==> src/rtl/routed_vector_fifo.sv <==
// routed_vector_fifo: buffers routed crossbar vectors with per-lane zero masks, tags group
// boundaries for the MAC array and reports almost-full / overflow back to the issuer.
module routed_vector_fifo #(
    parameter int unsigned LANES       = 20,
    parameter int unsigned DW          = 8,
    parameter int unsigned DEPTH       = 4,
    parameter int unsigned AFULL_SLACK = 2
) (
    input  logic                     clk,
    input  logic                     rstn,
    input  logic [LANES*DW-1:0]      in_data,
    input  logic                     in_vld,
    output logic                     afull,
    output logic [LANES*DW-1:0]      out_data,
    output logic [LANES-1:0]         out_zmask,
    output logic                     out_vld,
    input  logic                     out_rdy,
    output logic                     out_last,
    input  logic                     grp_start,
    input  logic [7:0]               grp_len,
    output logic                     grp_done,
    input  logic                     flush,
    output logic                     ovf,
    input  logic                     ovf_clr,
    output logic [$clog2(DEPTH):0]   count
);
    localparam int unsigned AW = $clog2(DEPTH);
    localparam logic [AW:0] FULL_CNT  = (AW+1)'(DEPTH);
    localparam logic [AW:0] AFULL_CNT = (AW+1)'(DEPTH - AFULL_SLACK);

    logic [LANES*DW-1:0] r_mem_data [DEPTH];
    logic [LANES-1:0]    r_mem_zm   [DEPTH];
    logic [AW-1:0]       r_wr_ptr, r_rd_ptr;
    logic [AW:0]         r_count;
    logic [8:0]          r_len;
    logic [7:0]          r_beat;
    logic                r_grp_done;
    logic                r_ovf;

    logic                w_pop, w_push, w_drop;
    logic [8:0]          w_new_len;
    logic [LANES-1:0]    w_zmask;

    always_comb begin
        for (int i = 0; i < int'(LANES); i++) begin
            w_zmask[i] = (in_data[DW*i +: DW] == '0);
        end
    end

    always_comb begin
        out_vld   = (r_count != '0);
        out_last  = out_vld & ({1'b0, r_beat} == (r_len - 9'd1));
        afull     = (r_count >= AFULL_CNT);
        count     = r_count;
        ovf       = r_ovf;
        grp_done  = r_grp_done;
        out_data  = r_mem_data[r_rd_ptr];
        out_zmask = r_mem_zm[r_rd_ptr];
        w_pop     = out_vld & out_rdy;
        // A full FIFO still accepts a write when the head leaves in the same cycle.
        w_push    = in_vld & ((r_count != FULL_CNT) | w_pop);
        w_drop    = in_vld & ~w_push & ~flush;
        w_new_len = (grp_len == 8'd0) ? 9'd256 : {1'b0, grp_len};
    end

    always_ff @(posedge clk) begin
        if (w_push && !flush) begin
            r_mem_data[r_wr_ptr] <= in_data;
            r_mem_zm[r_wr_ptr]   <= w_zmask;
        end
    end

    always_ff @(posedge clk or negedge rstn) begin
        if (!rstn) begin
            r_wr_ptr <= '0;
            r_rd_ptr <= '0;
            r_count  <= '0;
        end else if (flush) begin
            r_wr_ptr <= '0;
            r_rd_ptr <= '0;
            r_count  <= '0;
        end else begin
            if (w_push) r_wr_ptr <= r_wr_ptr + AW'(1);
            if (w_pop)  r_rd_ptr <= r_rd_ptr + AW'(1);
            if (w_push && !w_pop)      r_count <= r_count + (AW+1)'(1);
            else if (w_pop && !w_push) r_count <= r_count - (AW+1)'(1);
        end
    end

    always_ff @(posedge clk or negedge rstn) begin
        if (!rstn) begin
            r_len      <= 9'd256;
            r_beat     <= '0;
            r_grp_done <= 1'b0;
        end else begin
            r_grp_done <= 1'b0;
            if (grp_start) r_len <= w_new_len;
            if (flush) begin
                r_beat <= '0;
            end else if (grp_start) begin
                // A beat popped alongside grp_start is beat 0 of the new group.
                if (w_pop && (w_new_len == 9'd1)) begin
                    r_beat     <= '0;
                    r_grp_done <= 1'b1;
                end else begin
                    r_beat <= w_pop ? 8'd1 : 8'd0;
                end
            end else if (w_pop) begin
                if (out_last) begin
                    r_beat     <= '0;
                    r_grp_done <= 1'b1;
                end else begin
                    r_beat <= r_beat + 8'd1;
                end
            end
        end
    end

    always_ff @(posedge clk or negedge rstn) begin
        if (!rstn) begin
            r_ovf <= 1'b0;
        end else if (w_drop) begin
            r_ovf <= 1'b1;
        end else if (ovf_clr) begin
            r_ovf <= 1'b0;
        end
    end

endmodule

==> config.mk <==
export PLATFORM = sky130hd
export DESIGN_NAME = routed_vector_fifo
export DESIGN_NICKNAME = d
export VERILOG_FILES = /design/src/rtl/routed_vector_fifo.sv
export SDC_FILE = /design/constraint.sdc
export NUM_CORES = 1
export LEC_CHECK = 0
export ABC_AREA = 1
export BUFFER_PORTS_ARGS = -buffer_cell sky130_fd_sc_hd__buf_2
export CAP_MARGIN = 10
export CORE_MARGIN = 2
export CORE_UTILIZATION = 40
export CTS_BUF_LIST = sky130_fd_sc_hd__clkbuf_16
export CTS_CLUSTER_SIZE = 12
export DETAILED_ROUTE_END_ITERATION = 16
export SETUP_SLACK_MARGIN = 0.1
export SYNTH_ARGS = -nofsm -noshare
export SYNTH_HDL_FRONTEND = slang
export SYNTH_SLANG_ARGS = --single-unit
==> constraint.sdc <==
create_clock -name clk -period 12 [get_ports clk]
set_input_delay 0.6 -clock clk [delete_from_list [all_inputs] [get_ports clk]]
set_output_delay 0.6 -clock clk [all_outputs]
set_load 0.1 [all_outputs]
==> metrics, run 1 <==
outcome finished, final reports clean; Final HPWL DP 40,700 µm; clk slew on worst S/H paths 60 ps; Max Root-Sink Buffers 3; asr flop ratio synth 3.49%; non-filler cells in the finished layout 3,408; synth unique cells 39; drt wl/cell 20.7 µm; unrepaired setup endpoints after global routing false; largest net degree at the start of global routing 167; standard-cell row count 98; Die Wd 271 µm; max-cap viol count 0; initial antenna violation count 7; routed via count 18,246; Iteration-0 DRC Markers 1,599; Yosys top cell by area edfxtp_1; share of cells above drive strength 1 21.3%; Hold Crit Class in2reg; Final Hold Viols 0; Gate Count Post-Synth 2,047; vias per inst 5.35; final wirelength 70,600 µm; grt total ovfl 0; Post-synth EDFFs 720; IO Pins 363; Slew Viols, Final 0; Pint 4660 µW; Area Overhead vs Synth 18.1%; sw frac 41.9%; CP Max Fanout 166; gr usage total 18.7%; Yosys top cell area share 75.5%; VDD IR max 0.000235 V; ys flop type edfxtp_1; clk_lat worst skew 620 ps; setup bufs post-CTS 0; TNS Setup 0 ps; clock share of power 28.7%; Final ANT Viol Nets 0; Net Switching 3360 µW; Pre-antenna DRT Iters 7; final worst-path cycle share 45.9%; initial core utilization 40.2%; post-CTS sizing 0; total power draw 8020 µW; Pleak 0.0119 µW; Worst Clk Skew 14.8 ps; CTS Sinks 746; pre-CTS setup slack 7220 ps; Min Clock Period, post-route 5510 ps; worst-margin pin slew 1090 ps; die footprint 0.0737 mm²; H-tree depth 3; PortBufs 362; post-synth design cell area 0.0286 mm²; CP Capture Type output pin; Worst EP required 11,400 ps; Layout Nets 2,577; startpoint types flop; Die H 271 µm; Cells after DPL 3,262; hold_buf cts 1; Synthesized Nets 2,229; first-pass GRT wire length 107,000 µm; Final WS setup 6490 ps; combinational share of power 33.6%; CP Class reg2out; most numerous cell in the Yosys netlist edfxtp_1; # DRC 0; Num CTS Buffers 80; synth cell count leaders edfxtp_1, nor2_1, o21ai_0; vias in the first global route 18,056; Core Area 0.0711 mm²; Root Buffer clkbuf_16; syn avg cell area 14.0 µm²; share of power burned in registers 37.7%; GP Congestion 0.826; final hold slack 205 ps; FMAX 0.181 GHz; pwr dens 237 mW/mm²; WP data arrival 4910 ps; CTS tree yes; post-synthesis sequential area ratio 77.8%; Final setup viols 0; synthesized flop and latch total 746; synth warn 0; largest cells by area after synthesis edfxtp_1, o21ai_0, nor2_1; Max-slew headroom 27.5%
==> layer usage <==
layer	track usage (%)	vias to the layer above	share of wire (%)
met3	3.70	137	5.9
met5	0	-	0.033
met4	7.76	4	3.3
li1	-	8367	-
met1	24.1	9135	42
met2	31.1	603	49
==> final timing paths <==
check	from	to	slack [ps]	cells after the start
worst max-delay path	r_rd_ptr[0]	out_data[87]	6490	6
min in group asynchronous	rstn	grp_done	530	2
worst min register to register	r_len[8]	r_len[8]	490	2
worst max register to register	count[2]	r_mem_data[1][36]	8130	7
worst min-delay path	ovf_clr	ovf	200	2
max in group asynchronous	rstn	r_rd_ptr[1]	11020	2
==> cells by family (layout without fill, tap and decap cells) <==
family | after synthesis | in the layout | share of synthesized area, %
buf+inv | 168 | 576 | 2.50
fa+ha+maj | 7 | 7 | 0.332
compound gates | 563 | 563 | 10.7
simple gates | 553 | 553 | 8.35
flops | 746 | 746 | 77.8
xor+xnor | 10 | 10 | 0.306
other cells | 0 | 3 | 0
==> stage by stage <==
| stage | instance area, µm² | utilization, % |
|---|---|---|
| 2_1_floorplan | 28600 | - |
| 3_5_place_dp | 31300 | 44.0 |
| 5_1_grt | 33800 | 47.5 |
| 4_1_cts | 33800 | 47.5 |
| 3_3_place_gp | 31300 | 44.0 |
| 6_report | 33800 | 47.5 |
==> cell type report <==
type | count | area, µm²
fill | 6147 | 37300
sequential | 746 | 22300
multi-input combinational | 1133 | 5660
clock buffer | 82 | 2050
timing repair buffer | 387 | 2000
tap | 950 | 1190
clock inverter | 60 | 404
inverter | 47 | 191
antenna | 3 | 7.51
==> worst max-delay path, cell delays in order (launching register included) <==
cell	delay [ps]
dfrtp_4	760
clkinv_8	610
buf_4	840
buf_4	890
o21ai_0	230
o22ai_1	210
buf_2	460
==> registers in the layout (all words and copies together), names as in the netlist <==
signal	count
count	3
grp_done	1
ovf	1
r_beat	8
r_len	9
r_mem_data	640
r_mem_zm	80
r_rd_ptr	2
r_wr_ptr	2
==> power groups by stage <==
stage               Combinational (µW)  Sequential [µW]  Clock, µW
floorplan                         2190             3110          0
global placement                  2690             3070          0
detailed placement                2710             3080          0
CTS                               2710             3020       2350
global route                      2810             3030       2450
finish                            2700             3020       2300
==> layout by cell type (no fill, tap or decap), drive strengths merged <==
cell,instances
ha,6
diode,3
dfstp,1
nand4,9
dlygate4sd3,1
o2bb2ai,1
fa,1
nand3b,1
bufinv,4
clkinvlp,1
o21ai,376
buf,386
a21oi,3
nor4,40
o22ai,182
nor3,5
nor2,388
inv,69
xor2,6
dfrtp,25
xnor2,4
and2,20
or2,1
nand2,77
clkinv,33
edfxtp,720
a22oi,1
nand3,12
clkbuf,82
Power figures use the tool's default switching activity.
==> inputs of run 2 (changes only) <==
--- a/config.mk
+++ b/config.mk
@@ -5,7 +5,7 @@
 export SDC_FILE = /design/constraint.sdc
 export NUM_CORES = 1
 export LEC_CHECK = 0
-export ABC_AREA = 1
+export ABC_AREA = 0
 export BUFFER_PORTS_ARGS = -buffer_cell sky130_fd_sc_hd__buf_2
 export CAP_MARGIN = 10
 export CORE_MARGIN = 2
==> constraint.sdc (replaced) <==
create_clock -name clk -period 5.17 [get_ports clk]
set_input_delay 0.2585 -clock clk [delete_from_list [all_inputs] [get_ports clk]]
set_output_delay 0.2585 -clock clk [all_outputs]
set_load 0.1 [all_outputs]
==> metrics, run 2 <==
share of cells above drive strength 1 37.6%; clk slew on worst S/H paths 60 ps; crit-path cells inv_1, ha_1, xnor2_1, nand3_1, o31ai_1, a32oi_1, a2111oi_4, buf_2; drt wl/cell 22.1 µm; Top Registers r_mem_data (640), r_mem_zm (80), r_len (9); met1 Use GR 21.6%; WP data arrival 3190 ps; CP Max Fanout 9; Min Clock Period, post-route 3450 ps; max-cap viol count 0; routed via count 14,076; H-tree depth 3; final instance area 0.0351 mm²; total power draw 20,000 µW; reg2reg end r_mem_data[2][141]; reg2reg setup slack 2320 ps; most common cell after layout, fill and taps aside edfxtp_1; CP Class reg2out; Core Area 0.0688 mm²; initial core utilization 40.5%; Max-slew headroom 32.4%; Final HPWL DP 35,200 µm; final wirelength 60,800 µm; Worst Clk Skew 17.6 ps; Yosys top cell area share 77.5%; Crit path buffers/inverters 2; CTS tree yes; Worst EP required 4910 ps; vias in the first global route 15,308; post-synthesis sequential area ratio 79.8%; syn avg cell area 23.7 µm²; Final ANT Viol Nets 0; gr busiest metal met2; CP delay by family, top compound AO/OA/AOI/OAI gates; vias per inst 5.12; placed cell areas 0.0309 mm²; beginning of the worst hold path out_rdy; Area Overhead vs Synth 25.9%; clk_lat worst skew 610 ps; first-pass GRT wire length 91,700 µm; die footprint 0.0719 mm²; ys flop type edfxtp_1; Layout Nets 1,944; Pre-antenna DRT Iters 5; Post-synth EDFFs 720; CP Capture Type output pin; most frequent cells in the layout edfxtp_1, buf_2, mux4_2, dlygate4sd3_1, clkbuf_16; FMAX 0.290 GHz; Largest register FFs 640; VDD IR max 0.000538 V; final worst-path cycle share 66.8%; worst-margin pin slew 1010 ps; post-synth design cell area 0.0279 mm²; CTS Sinks 746; Max Root-Sink Buffers 3; Hold EP count[1]; Root Buffer clkbuf_16; unrepaired setup endpoints after global routing false; most numerous cell in the Yosys netlist edfxtp_1; Pleak 0.0118 µW; IO Pins 363; Iteration-0 DRC Markers 989; met3 GRT Util 4.70%; Gate Count Post-Synth 1,178; Final WS setup 1720 ps; Hold Path Cell Cnt 4; synth warn 0; # DRC 0; Final Hold Viols 0; startpoint types flop; Num CTS Buffers 80; asr flop ratio synth 3.49%; standard-cell row count 96; Final setup viols 0; GP Congestion 0.763; initial antenna violation count 3; Synthesized Nets 1,360; Die H 268 µm; outcome finished, final reports clean; synth unique cells 57; Fillers 5,534; largest net degree at the start of global routing 110; CP max stage delay 640 ps; Hold Crit Class in2reg; Yosys top cell by area edfxtp_1; CP max stage cell a2111oi_4; Die Wd 268 µm; PortBufs 362; pre-CTS setup slack 2270 ps; Reg with most FFs r_mem_data; pwr dens 569 mW/mm²; largest cells by area after synthesis edfxtp_1, mux4_2, dfrtp_1; Slew Viols, Final 0; R2R Path Start count[1]; TNS Setup 0 ps; depth of the most critical reg-to-reg path 5; synthesized flop and latch total 746; synth cell count leaders edfxtp_1, mux4_2, or4_1; GRT met2 Usage 28.4%; grt total ovfl 0; gr usage total 17.0%
-- run 2: changes by cell type in the layout (fill, tap and decap cells not counted), moves of 16 or more --
cell / change
or4_1: +42
o22ai_1: -182
nor2_1: -337
nand2_1: -59
o21ai_0: -370
buf_4: -16
dlygate4sd3_1: +171
inv_1: -26
and2_1: -19
nor4_1: -39
mux4_2: +180
-- run 2: logic make-up (layout without fill, tap and decap cells) --
group,after synthesis,count (layout),synth area share [%]
flops,746,746,79.8
mux,188,188,14.8
simple gates,129,129,2.76
buf+inv,58,698,0.829
compound gates,32,32,0.856
xor+xnor,18,18,0.565
fa+ha+maj,7,7,0.341
other cells,0,1,0
-- run 2: area by class of cell --
class | instances | area (µm²) | share of cell area (%)
tap | 931 | 1160 | 3.31
inverter | 10 | 37.5 | 0.107
antenna | 1 | 2.50 | 0.00712
clock buffer | 82 | 2050 | 5.84
clock inverter | 56 | 442 | 1.26
timing repair buffer | 550 | 3750 | 10.7
sequential | 746 | 22300 | 63.4
multi-input combinational | 374 | 5410 | 15.4
-- run 2: stage by stage --
step / instances / util (%) / hold WS (ps)
final: 2750 / 51.1 / 85.1
after global routing: 2750 / 51.1 / 90.5
after CTS: 2749 / 51.1 / 26.1
after detailed placement: 2439 / 44.9 / 315
after global placement: 2439 / 44.9 / 296
after floorplan: 1178 / - / -37.1
-- run 2: how the worst max path moves through the flow --
stage               slack [ps]  depth (start not counted)          endpoint   startpoint
global placement          2280                          3      out_data[81]  r_rd_ptr[0]
CTS                       1580                          3      out_data[96]  r_rd_ptr[0]
detailed placement        2270                          3      out_data[96]  r_rd_ptr[0]
floorplan                  970                          4  r_mem_data[0][0]     count[0]
finish                    1720                          8          out_last     r_len[0]
global route              1510                          3      out_data[89]  r_rd_ptr[0]
-- run 2: tightest hold or removal path, stage by stage --
cell      delay [ps]
buf_2            140
a31oi_1           90
o21ai_0           60
a221oi_1          80
-- run 2: layer usage --
layer / share of wire (%) / vias up
met5: 0.035 / -
met4: 2.1 / 4
met3: 6.7 / 89
met2: 50 / 370
met1: 41 / 7416
li1: - / 6197
-- run 2: power breakdown --
group	internal, µW	leakage, µW	switching [µW]	total, µW
Combinational	1620	0.00362	5760	7390
Sequential	6960	0.00690	223	7190
Clock	3170	0.00130	2250	5420
Total	11800	0.0118	8240	20000
-- run 2: what timing repair did --
item | CTS | global route
setup endpoints to repair | 0 | 0
gates resized for setup | 0 | 0
endpoints found under the hold margin | 684 | 0
setup buffers | 0 | 0
hold buffers | 172 | 0
==> inputs of run 3 (changes only) <==
--- a/config.mk
+++ b/config.mk
@@ -5,7 +5,7 @@
 export SDC_FILE = /design/constraint.sdc
 export NUM_CORES = 1
 export LEC_CHECK = 0
-export ABC_AREA = 0
+export ABC_AREA = 1
 export BUFFER_PORTS_ARGS = -buffer_cell sky130_fd_sc_hd__buf_2
 export CAP_MARGIN = 10
 export CORE_MARGIN = 2
==> constraint.sdc (replaced) <==
create_clock -name clk -period 3.16 [get_ports clk]
set_input_delay 0.158 -clock clk [delete_from_list [all_inputs] [get_ports clk]]
set_output_delay 0.158 -clock clk [all_outputs]
set_load 0.1 [all_outputs]
==> metrics, run 3 (synthesis results as in run 1) <==
PortBufs 362; die footprint 0.0737 mm²; WP data arrival 2750 ps; CP max stage cell dfrtp_4; routed via count 18,854; R2R Path Start r_rd_ptr[0]; Area Overhead vs Synth 30.7%; hold_buf cts 187; worst-margin pin slew 877 ps; Max-slew headroom 41.0%; final worst-path cycle share 92.0%; largest net degree at the start of global routing 159; post-CTS sizing 0; VDD IR max 0.000602 V; reg2reg end r_rd_ptr[0]; first-pass GRT wire length 110,000 µm; clk slew on worst S/H paths 60 ps; Final HPWL DP 41,300 µm; clock share of power 26.8%; Die Wd 271 µm; Hold Crit Class in2reg; max-cap viol count 0; clk_lat worst skew 620 ps; vias in the first global route 19,325; Pleak 0.0133 µW; initial core utilization 40.2%; CP Max Fanout 158; combinational share of power 37.8%; standard-cell row count 98; depth of the most critical reg-to-reg path 5; Pint 19,200 µW; Worst Setup EP out_data[94]; Max Root-Sink Buffers 3; initial antenna violation count 1; outcome finished, final reports clean; FF/Latch Area 0.0223 mm²; Slew Viols, Final 0; Layout Nets 2,775; Min Clock Period, post-route 2910 ps; share of cells above drive strength 1 20.5%; drt wl/cell 20.0 µm; final wirelength 71,900 µm; Net Switching 13,100 µW; startpoint types flop; Critical Path Source r_rd_ptr[0]; unrepaired setup endpoints after global routing false; Core Area 0.0711 mm²; CP Class reg2out; share of power burned in registers 35.4%; IO Pins 363; Largest register FFs 640; H-tree depth 3; number of cells on the critical path 4; GP Congestion 0.821; CP Capture Type output pin; pwr dens 862 mW/mm²; non-filler cells in the finished layout 3,599; sw frac 40.6%; Iteration-0 DRC Markers 1,414; setup bufs post-CTS 0; multi-input gate area in the final layout 0.00567 mm²; FMAX 0.344 GHz; Num CTS Buffers 80; CTS Sinks 746; Top Registers r_mem_data (640), r_mem_zm (80), r_len (9); CP delay by family, top buffers and inverters; crit-path cells buf_12, o21ai_0, o22ai_1, buf_2; CP max stage delay 490 ps; gr usage total 19.2%; Reg with most FFs r_mem_data; Worst EP required 3000 ps; Cells after DPL 3,274; Pre-antenna DRT Iters 5; Fillers 5,820; vias per inst 5.24; grt total ovfl 0; Root Buffer clkbuf_16; CTS tree yes; reg2reg setup slack 900 ps; Layout Utilization 52.6%; Die H 271 µm; Worst Clk Skew 20.3 ps; Final setup viols 0; Final ANT Viol Nets 0; Crit path buffers/inverters 2; Final Hold Viols 0; antenna cells 0; most frequent cells in the layout edfxtp_1, o21ai_0, nor2_1, buf_2, dlygate4sd3_1; # DRC 0; most common cell after layout, fill and taps aside edfxtp_1
-- run 3: area by class of cell --
cell class | instances | area share [%]
Inverter | 47 | 0.505
Clock inverter | 57 | 1.09
Clock buffer | 81 | 5.42
Sequential cell | 746 | 59.6
Timing Repair Buffer | 585 | 15.1
Multi-Input combinational cell | 1133 | 15.2
Tap cell | 950 | 3.18
-- run 3: how the worst min path moves through the flow --
stage                    from        to  slack, ps  depth (start not counted)
finish              grp_start  r_len[6]         50                          2
global route        grp_start  r_len[6]         50                          2
CTS                 grp_start  r_len[4]         20                          3
detailed placement       rstn       ovf        240                          1
global placement         rstn       ovf        230                          1
floorplan                rstn  grp_done       -140                          0
-- run 3: power groups by stage --
stage,combinational (µW),sequential [µW],clock (µW)
4_1_cts,12300,11400,8840
3_5_place_dp,12000,11600,0
6_report,12200,11400,8650
5_1_grt,12700,11400,9230
3_3_place_gp,12000,11600,0
2_1_floorplan,8310,11700,0
-- run 3: through the flow --
step	total power [µW]	TNS (ps)	cell area [µm²]	hold slack, ps	worst slack (ps)
CTS	32500	0	37400	16.5	246
global route	33300	0	37400	50.8	137
detailed placement	23700	0	33100	240	920
finish	32200	0	37400	45.6	253
floorplan	20000	-696710	28700	-138	-980
global placement	23500	0	33100	231	957
-- run 3: metal layers --
metal  vias to the layer above  track usage [%]  wire length, µm
li1                       8764                -                -
met1                      9467             24.0            29800
met2                       512             33.3            36300
met3                       111             3.79             3890
met4                         0             6.32             1930
met5                         -                0                0
